<file path="config.mk">
export PLATFORM = sky130hd
export DESIGN_NAME = mem_arbiter
export DESIGN_NICKNAME = d
export VERILOG_FILES = /design/src/rtl/mem_arbiter.sv
export SDC_FILE = /design/constraint.sdc
export NUM_CORES = 1
export LEC_CHECK = 0
export BUFFER_PORTS_ARGS = -buffer_cell sky130_fd_sc_hd__buf_2
export CORE_AREA = 5 5 104 106
export CTS_BUF_LIST = sky130_fd_sc_hd__clkbuf_2
export DETAILED_ROUTE_END_ITERATION = 8
export DIE_AREA = 0 0 109 111
export GPL_TIMING_DRIVEN = 1
export MAX_ROUTING_LAYER = met4
export PLACE_DENSITY = 0.76
export SLEW_MARGIN = 20
export SYNTH_ARGS = -nofsm -noshare
export SYNTH_HDL_FRONTEND = slang
export SYNTH_SLANG_ARGS = --single-unit
</file>
<file path="constraint.sdc">
create_clock -name clock -period 3.4 [get_ports clock]
set_input_delay 0.34 -clock clock [delete_from_list [all_inputs] [get_ports clock]]
set_output_delay 0.34 -clock clock [all_outputs]
set_load 0.01 [all_outputs]
</file>
<file path="src/rtl/mem_arbiter.sv">
// mem_arbiter: shares one byte-wide synchronous memory between the CPU
// port and the debug/loader port. Word accesses become two byte cycles,
// low byte first (little-endian, {mem[a+1], mem[a]}).
// Ports:
//   clock, reset (async, active-high)
//   cpu_* / dbg_* : req, we, word, addr, wdata in; ack, rdata out
//   mem_addr, mem_we, mem_wdata out; mem_rdata in (one-cycle read latency)
//   busy (not IDLE), grant (0 = CPU, 1 = debug)
// Option: MEM_ARB_FAIR_EN selects round-robin; otherwise the CPU has
// fixed priority.
module mem_arbiter #(
  parameter int AW = 16
) (
  input  logic          clock,
  input  logic          reset,
  input  logic          cpu_req,
  input  logic          cpu_we,
  input  logic          cpu_word,
  input  logic [AW-1:0] cpu_addr,
  input  logic [15:0]   cpu_wdata,
  output logic          cpu_ack,
  output logic [15:0]   cpu_rdata,
  input  logic          dbg_req,
  input  logic          dbg_we,
  input  logic          dbg_word,
  input  logic [AW-1:0] dbg_addr,
  input  logic [15:0]   dbg_wdata,
  output logic          dbg_ack,
  output logic [15:0]   dbg_rdata,
  output logic [AW-1:0] mem_addr,
  output logic          mem_we,
  output logic [7:0]    mem_wdata,
  input  logic [7:0]    mem_rdata,
  output logic          busy,
  output logic          grant
);

  typedef enum logic [2:0] {
    S_IDLE,
    S_LO,
    S_HI,
    S_DONE,
    S_ACK
  } state_t;

  state_t        state;
  logic          we_q;
  logic          word_q;
  logic [AW-1:0] addr_q;
  logic [15:0]   wdata_q;
  logic [15:0]   result;

  logic          any_req;
  logic          pick_dbg;
  logic          sel_we;
  logic          sel_word;
  logic [AW-1:0] sel_addr;
  logic [15:0]   sel_wdata;

  assign any_req = cpu_req | dbg_req;

`ifdef MEM_ARB_FAIR_EN
  // Port granted most recently; debug after reset so the CPU wins first.
  logic last_dbg;

  assign pick_dbg = dbg_req & (~cpu_req | ~last_dbg);
`else
  assign pick_dbg = dbg_req & ~cpu_req;
`endif

  assign sel_we    = pick_dbg ? dbg_we    : cpu_we;
  assign sel_word  = pick_dbg ? dbg_word  : cpu_word;
  assign sel_addr  = pick_dbg ? dbg_addr  : cpu_addr;
  assign sel_wdata = pick_dbg ? dbg_wdata : cpu_wdata;

  assign busy = (state != S_IDLE);

  always_ff @(posedge clock or posedge reset) begin
    if (reset) begin
      state     <= S_IDLE;
      we_q      <= 1'b0;
      word_q    <= 1'b0;
      addr_q    <= '0;
      wdata_q   <= '0;
      result    <= '0;
      grant     <= 1'b0;
      cpu_ack   <= 1'b0;
      dbg_ack   <= 1'b0;
      cpu_rdata <= '0;
      dbg_rdata <= '0;
      mem_addr  <= '0;
      mem_we    <= 1'b0;
      mem_wdata <= '0;
`ifdef MEM_ARB_FAIR_EN
      last_dbg  <= 1'b1;
`endif
    end else begin
      cpu_ack <= 1'b0;
      dbg_ack <= 1'b0;
      unique case (state)
        S_IDLE: begin
          if (any_req) begin
            grant     <= pick_dbg;
            we_q      <= sel_we;
            word_q    <= sel_word;
            addr_q    <= sel_addr;
            wdata_q   <= sel_wdata;
            // Outputs are registered, so the low-byte
            // cycle is presented on entry to LO.
            mem_addr  <= sel_addr;
            mem_we    <= sel_we;
            mem_wdata <= sel_wdata[7:0];
`ifdef MEM_ARB_FAIR_EN
            last_dbg  <= pick_dbg;
`endif
            state     <= S_LO;
          end
        end
        S_LO: begin
          if (word_q) begin
            mem_addr  <= addr_q + {{(AW-1){1'b0}}, 1'b1};
            mem_we    <= we_q;
            mem_wdata <= wdata_q[15:8];
            state     <= S_HI;
          end else begin
            mem_we <= 1'b0;
            state  <= S_DONE;
          end
        end
        S_HI: begin
          // Low byte of a word read is on mem_rdata now.
          if (!we_q) begin
            result[7:0] <= mem_rdata;
          end
          mem_we <= 1'b0;
          state  <= S_DONE;
        end
        S_DONE: begin
          if (!we_q) begin
            if (word_q) begin
              result[15:8] <= mem_rdata;
            end else begin
              result <= {8'h00, mem_rdata};
            end
          end
          state <= S_ACK;
        end
        S_ACK: begin
          if (grant) begin
            dbg_ack   <= 1'b1;
            dbg_rdata <= result;
          end else begin
            cpu_ack   <= 1'b1;
            cpu_rdata <= result;
          end
          state <= S_IDLE;
        end
        default: begin
          mem_we <= 1'b0;
          state  <= S_IDLE;
        end
      endcase
    end
  end

endmodule

</file>
Word-level counts from Yosys, hierarchy flattened
Cells that the tools add are included.
Storage, ports and cells
  register bits: 113
  bits of input ports: 80
  output and inout port bits: 61
  logic and storage cells: 68
Cells by class
  $add $sub $neg: 1
  eq/ne operators: 9
  muxes and demuxes: 25
  bitwise operators: 6
  reductions and logical operators: 12
Operators by type and width (count)
  $mux W16: 4
  $mux W8: 6
  $pmux W16 S2: 1
  $pmux W8 S2: 2
  $add A16 B1 Y16 const B: 1
  $pmux W3 S4: 1
  $ne A2 B2 Y1 const B: 5
  $reduce_and A2 Y1: 5
  $mux W1: 9
  $eq A3 B2 Y1 const B: 2
  $not A1 Y1: 4
  $reduce_and A4 Y1: 1
  $reduce_bool A2 Y1: 2
  $eq A3 B1 Y1 const B: 1
  $eq A3 B3 Y1 const B: 1
  $logic_not A3 Y1: 1
  $mux W3: 1
  $pmux W1 S3: 1
  $reduce_and A3 Y1: 1
  $reduce_bool A3 Y1: 1
  $reduce_or A2 Y1: 1
  $and A1 B1 Y1: 1
  $or A1 B1 Y1: 1

Longest topological paths before layout
Gate-level depths: netlist (run 1).
  word-level depth: 5
  mapped depth: 7

Worst setup path before layout (run 1)
No wires, ideal clock.
  path type: register -> register
  start point: register state[0]
  end point: register mem_addr[14]
  library setup time: 0.131 ns
  arrival: 1.594 ns
  required time: 3.269 ns
  slack: 1.675 ns
  cell stages (with the launch flop): 7
  buffers on the path: 2
  clock period less this slack: 1.725 ns
  path through: dfrtp_1 -> nor2b_1 -> or4_1 -> buf_2 -> buf_6 -> o2bb2ai_1 -> or3_1
On the way
  longest elaborated chain between the ends: 3
  elaborated cells between the ends (all ways): 7
  those cells by class: 3 x eq/ne; 1 x mux; 3 x reduce/logical
Ends and longest elaborated chain
  start, declared: RTL line 46  | state_t state;
  start signal, assigned: RTL line 80  | state <= S_IDLE;
  start signal, assigned: RTL line 116  | state <= S_LO;
  start signal, assigned: RTL line 124  | state <= S_HI;
  $eq A3 B1 Y1 or $logic_not A3 Y1 (tied branches): RTL line 100  | unique case (state)
  $ne A2 B2 Y1 (no line) or $reduce_bool A2 Y1 (tied branches)
  $reduce_and A3 Y1 (no line)
  end signal, assigned: RTL line 110  | mem_addr <= sel_addr;
  end signal, assigned: RTL line 121  | mem_addr <= addr_q + {{(AW-1){1'b0}}, 1'b1};
  end, declared: RTL line 30  | output logic [AW-1:0] mem_addr,
Parallel ways exist; a longest one is shown, timed or not.
A chain may end at the register's enable or synchronous reset.

Worst setup path in the final report (run 1)
  start point: input port cpu_req
  end point: register wdata_q[10]
On the way
  longest elaborated chain between the ends: 3
  elaborated cells between the ends (all ways): 5
  those cells by class: 1 x mux; 3 x bitwise; 1 x reduce/logical
Ends and longest elaborated chain
  start, declared: RTL line 16  | input logic cpu_req,
  $not A1 Y1: RTL line 68  | assign pick_dbg = dbg_req & ~cpu_req;
  $and A1 B1 Y1: RTL line 68
  $mux W16: RTL line 74  | assign sel_wdata = pick_dbg ? dbg_wdata : cpu_wdata;
  end signal, assigned: RTL line 107  | wdata_q <= sel_wdata;
  end, declared: RTL line 50  | logic [15:0] wdata_q;
Parallel ways exist; a longest one is shown, timed or not.

==> results.md, run 1 <==
* CP endpoint kind: flip-flop
* Leak at 3.06 nW
* Fin area at 5850 um2
* Synth area leader: dfrtp_1
* Post-DR vias/cell at 5.32
* Worst skew pair latency at 0.59 ns
* Largest net degree at the start of global routing at 56
* WL/cell at 16.5 um
* Setup TNS at 0 ns
* Placed cell areas at 5580 um2
* H-tree depth at 3
* Fmax at 0.420 GHz
* Period utilisation layout at 0.700
* Max_cap viols at 0
* CP Launch Type: input port
* Register bit total from synthesis at 105
* Area contributors post-synth: dfrtp_1, mux2_2, mux2i_1, nand2_1, o21ai_0
* Share of cells above drive strength 1 at 0.368
* Final setup viols at 0
* Clock root buffer: clkbuf_2
* Remaining DRCs at 0
* YS warnings at 0
* Register area share after synthesis at 0.552
* TritonRoute pass-1 iters at 5
* Vias in the first global route at 3777
* IO buf count at 140
* Mapped Nets at 496
* Die height at 111 um
* # clock sinks at 105
* First-pass GRT wire length at 18.4 mm
* Initial antenna violation count at 0
* Area Growth Syn to Fin at 23.0%
* Max VDD drop at 0.331 mV
* Layout net count at 639
* CTS Buf Count at 9
* Antenna Nets Post-Route at 0
* IO Pins at 141
* Outcome: finished clean
* Crit path DAT at 2.88 ns
* CTS Buffer Depth at 2
* Yosys top cell area share at 0.552
* Slew Limit Fails at 0
* Die area at 12100 um2
* Kind of critical path: in -> reg
* Post-synth EDFFs at 0
* Post-CTS Setup Bufs at 0
* Synth Instances at 415
* Fraction of registers with async set/reset at 1.00
* Slew @ Worst Pin at 0.889 ns
* Syn Area/Cell at 11.5 um2
* WL final at 11.5 mm
* GRT Overall Usage at 0.196
* Clk slew on worst S/H paths at 0.34 ns
* RD Place Congestion at 0.908
* Die Wd at 109 um
* Worst Path Max Fanout at 22
* CTS tree: yes
* Hold Fails Final Rpt at 0
* Row cnt at 36
* ANT cells at 0
* Worst clock skew at 0.0433 ns
* Power per cell area at 840 nW/um2
* Hold Crit Class: in -> reg
* DP Wirelength at 8.47 mm
* Fill count at 819
* Initial core utilization at 0.491
* Total number of vias at 3702
* Worst slew margin at 0.407
* Crit path required time at 3.90 ns
* Grt ovf at 0
* Post-synth cell types at 45
* Fin crit period at 2.38 ns
* Top_reg_cell synth: dfrtp_1
* CORE AREA at 9680 um2
* RSZ-0062 raised after global routing: no
* Initial DRC count at 159
* Post-Syn Area at 4760 um2
## sequential cells by signal, indices dropped and copies added, names as in the netlist
name	flops
cpu_rdata	16
mem_addr	16
mem_wdata	8
mem_we	1
we_q	1
addr_q	16
grant	1
cpu_ack	1
word_q	1
dbg_rdata	16
state	3
result	16
dbg_ack	1
wdata_q	8
## critical path, stage by stage
cell and delay (ns):
dlygate4sd3_1 0.54, buf_2 0.19, nand2b_2 0.62, buf_4 0.36, mux2i_1 0.20, dlygate4sd3_1 0.55
o21ai_0 0.07
## stage by stage
stage	utilization	worst slack [ns]	hold slack, ns	total power [W]	cells
global placement	0.573	1.08	0.458	0.00421	665
global route	0.604	0.913	0.0204	0.00528	696
floorplan	-	0.299	0.426	0.00361	415
finish	0.604	1.02	0.0236	0.00492	696
CTS	0.604	1.01	0.00295	0.00495	696
detailed placement	0.576	1.06	0.461	0.00435	666
## routing by layer
| metal | vias to the layer above | global-route usage | part of all wire |
|---|---|---|---|
| met5 | - | - | 0 |
| met4 | 0 | 0.0581 | 0.013 |
| met3 | 14 | 0.0250 | 0.061 |
| met2 | 140 | 0.308 | 0.48 |
| met1 | 1776 | 0.265 | 0.44 |
| li1 | 1772 | - | - |
## layout make-up
type	instances	area, um2	share of cell area
clock inverters	7	86.3	0.0148
clock buffers	9	45.0	0.00770
well taps	133	166	0.0284
multi-input cells	274	1980	0.338
inverters	9	36.3	0.00620
flip-flops and latches	105	2630	0.449
repair buffers	159	911	0.156
## what timing repair did
item | in CTS | in global routing
resized for setup | 0 | 0
hold buffers | 14 | 0
hold endpoints to repair | 65 | 0
## cells by family after synthesis
logic type      Yosys count  share of synthesized area
flops                   105                      0.552
simple gates            102                      0.103
compound gates           85                      0.119
mux                      77                      0.173
buf+inv                  36                     0.0347
xor+xnor                  9                     0.0166
fa+ha+maj                 1                    0.00263
## worst paths after layout
path / from / cells past startpoint / endpoint / slack [ns]
min in group asynchronous: reset / 3 / cpu_rdata[0] / 0.33
setup reg to reg: state[0] / 5 / mem_addr[14] / 1.02
hold reg to reg: mem_wdata[2] / 1 / mem_wdata[2] / 0.52
max in group asynchronous: reset / 4 / word_q / 2.33
setup / recovery: cpu_req / 7 / wdata_q[10] / 1.02
hold / removal: cpu_wdata[9] / 3 / wdata_q[9] / 0.02
## placed cells by master (no fill, tap or decap), types with 4 or more instances in the layout
cell,n
nor2_1,22
a21oi_1,9
o21ai_0,29
buf_2,140
nand4_1,5
xnor2_1,6
a211oi_1,11
nand2_1,43
clkbuf_2,9
mux2_2,41
a221o_1,5
inv_1,8
nor3_1,4
dfrtp_1,105
nand3_1,4
dlygate4sd3_1,14
mux2i_1,36
nor4_1,5
a21o_1,16
a22o_1,4
## cells in the mapped netlist, types with 2 or more instances
library cell,count
or4_1,3
mux2i_1,36
a22o_1,4
mux2_2,41
nand3_1,4
buf_2,15
a21o_1,16
xnor2_1,6
a211oi_1,11
nor4b_1,2
nor4_1,5
dfrtp_1,105
o21ai_0,29
nand2b_1,3
nand2_1,43
clkbuf_1,10
o31ai_1,3
nor3_1,4
inv_1,9
a221o_1,5
nor2_1,22
xor2_1,3
a21oi_1,9
nand4_1,5
and3_1,2
## power by group
group | total, W | leakage (nW) | switching (W) | internal (W)
Combinational | 0.00207 | 1.67 | 0.00108 | 0.000982
Sequential | 0.00224 | 1.32 | 0.000435 | 0.00180
Clock | 0.000609 | 0.0773 | 0.000479 | 0.000131
(Power assumes the default switching activity.)
==> run 2: changes to the inputs <==
--- a/config.mk
+++ b/config.mk
@@ -6,13 +6,13 @@
 export NUM_CORES = 1
 export LEC_CHECK = 0
 export BUFFER_PORTS_ARGS = -buffer_cell sky130_fd_sc_hd__buf_2
-export CORE_AREA = 5 5 104 106
+export CORE_AREA = 5 5 106 108
 export CTS_BUF_LIST = sky130_fd_sc_hd__clkbuf_2
 export DETAILED_ROUTE_END_ITERATION = 8
-export DIE_AREA = 0 0 109 111
+export DIE_AREA = 0 0 111 113
 export GPL_TIMING_DRIVEN = 1
 export MAX_ROUTING_LAYER = met4
-export PLACE_DENSITY = 0.76
+export PLACE_DENSITY = 0.77
 export SLEW_MARGIN = 20
 export SYNTH_ARGS = -nofsm -noshare
 export SYNTH_HDL_FRONTEND = slang
==> constraint.sdc (replaced) <==
create_clock -name clock -period 1.9 [get_ports clock]
set_input_delay 0.19 -clock clock [delete_from_list [all_inputs] [get_ports clock]]
set_output_delay 0.19 -clock clock [all_outputs]
set_load 0.01 [all_outputs]
==> run 2 against run 1 <==
  * Setup slack got worse by 0.96 ns
  * Sequential share of layout area decreased by 4.8 points
  * Total power grew 90%
  * Worst hold slack better by 0.044 ns
  * Largest cell class unchanged
  * Largest power group is now combinational logic
==> results.md, run 2 (synthesis results as in run 1) <==
* Clock root buffer: clkbuf_2
* Die height at 113 um
* CP peak stage delay at 0.57 ns
* Initial core utilization at 0.469
* CP Depth at 7
* Initial DRC count at 175
* Fin crit period at 1.84 ns
* Power per cell area at 1430 nW/um2
* Final setup viols at 0
* Critical Path End: wdata_q[8]
* CP top delay family: buffers and inverters
* TritonRoute pass-1 iters at 5
* Row cnt at 37
* Hold Fails Final Rpt at 0
* Fin cells at 768
* Fmax at 0.544 GHz
* CTS Buf Count at 9
* Worst slew margin at 0.594
* Worst skew pair latency at 0.56 ns
* Worst Path Max Fanout at 12
* Period utilisation layout at 0.967
* Commonest non-fill, non-tap cells in the layout: buf_2, dfrtp_1, dlygate4sd3_1
* Post-DR vias/cell at 5.35
* CTS tree: yes
* CP cell instances: dlygate4sd3_1 > buf_2 > nand2b_4 > buf_4 > mux2i_1 > dlygate4sd3_1 > o21ai_0
* Fill count at 774
* Total power at 0.00936 W
* RD Place Congestion at 0.827
* CP Launch Type: input port
* Grt ovf at 0
* DP Wirelength at 8.56 mm
* CP Buf/Inv Count at 4
* Max VDD drop at 0.722 mV
* WL final at 12.8 mm
* Largest net degree at the start of global routing at 51
* ANT cells at 0
* Crit path required time at 2.40 ns
* H-tree depth at 3
* Remaining DRCs at 0
* Setup TNS at 0 ns
* Max_cap viols at 0
* Vias in the first global route at 4336
* Die Wd at 111 um
* First-pass GRT wire length at 21.2 mm
* Die area at 12500 um2
* GRT Overall Usage at 0.212
* Slew @ Worst Pin at 0.608 ns
* Crit path DAT at 2.34 ns
* CP max-delay cell: dlygate4sd3_1
* Most used cell, CP: dlygate4sd3_1
* Hold Crit Class: in -> reg
* Layout net count at 708
* Crit path from: cpu_req
* Reg2Reg Setup Slack at 0.07 ns
* Most common cell after layout, fill and taps aside: buf_2
* Antenna Nets Post-Route at 0
* Leak at 3.37 nW
* Slew Limit Fails at 0
* Worst hold start: cpu_addr[13]
* Total number of vias at 4110
* Initial antenna violation count at 0
* IO buf count at 140
* Area Growth Syn to Fin at 37.8%
* Worst clock skew at 0.0426 ns
* Clk slew on worst S/H paths at 0.30 ns
* R2r endpoint: mem_addr[0]
* # clock sinks at 105
* IO Pins at 141
* CP endpoint kind: flip-flop
* FF-to-FF Start: state[1]
* CTS Buffer Depth at 2
* Share of cells above drive strength 1 at 0.378
* Core Util, Final at 0.647
* Outcome: finished clean
* Placed Cells at 689
* Kind of critical path: in -> reg
* CORE AREA at 10100 um2
* Reg2Reg Depth at 5
* WL/cell at 16.6 um
run 2: cell types whose count changed in the layout (fill, tap and decap cells not counted), sizes merged:
cell	before	now
dlygate4sd3	14	59
buf	145	169
clkinvlp	0	3
clkinv	4	2
inv	12	10
bufinv	0	1
run 2: per-stage QoR:
step | hold slack, ns | area (um2) | setup WS (ns)
floorplan | 0.276 | 4760 | 0.175
CTS | 0.00800 | 6520 | 0.00332
global route | 0.0342 | 6560 | -0.00952
finish | 0.0676 | 6560 | 0.0626
detailed placement | 0.302 | 5780 | 0.0643
global placement | 0.290 | 5780 | 0.134
run 2: worst min-delay path, stage by stage:
cell,delay (ns)
buf_2,0.07
mux2i_1,0.05
nor2_1,0.18
a21o_1,0.11
run 2: what timing repair did:
item | CTS | global route
hold buffers | 59 | 0
endpoints found under the setup margin | 1 | 16
pin swaps | 0 | 1
gates resized for setup | 1 | 8
setup buffers | 3 | 2
hold endpoints to repair | 70 | 0
run 2: final cells by class:
cell class | instances | area, um2 | share of cell area
Multi-Input combinational cell | 274 | 2010 | 0.307
Timing Repair Buffer | 228 | 1580 | 0.242
Inverter | 9 | 37.5 | 0.00572
Clock buffer | 9 | 45.0 | 0.00687
Tap cell | 136 | 170 | 0.0259
Sequential cell | 105 | 2630 | 0.401
Clock inverter | 7 | 76.3 | 0.0116
run 2: routing by layer:
metal,wire [um],global-route usage,vias to the layer above
met3,808,0.0380,27
li1,-,-,1916
met5,0,-,-
met4,199,0.0583,0
met1,5440,0.264,1998
met2,6310,0.358,169
run 2: worst min path at each step:
stage                 endpoint  depth (start not counted)
floorplan                grant                          1
global placement    addr_q[11]                          2
detailed placement  addr_q[11]                          2
CTS                 addr_q[13]                          4
global route        addr_q[13]                          4
finish              addr_q[13]                          4
run 2: power breakdown:
part / switching, W / internal (W)
registers: 0.000764 / 0.00324
logic: 0.00214 / 0.00215
clock network: 0.000761 / 0.000313
total: 0.00366 / 0.00570
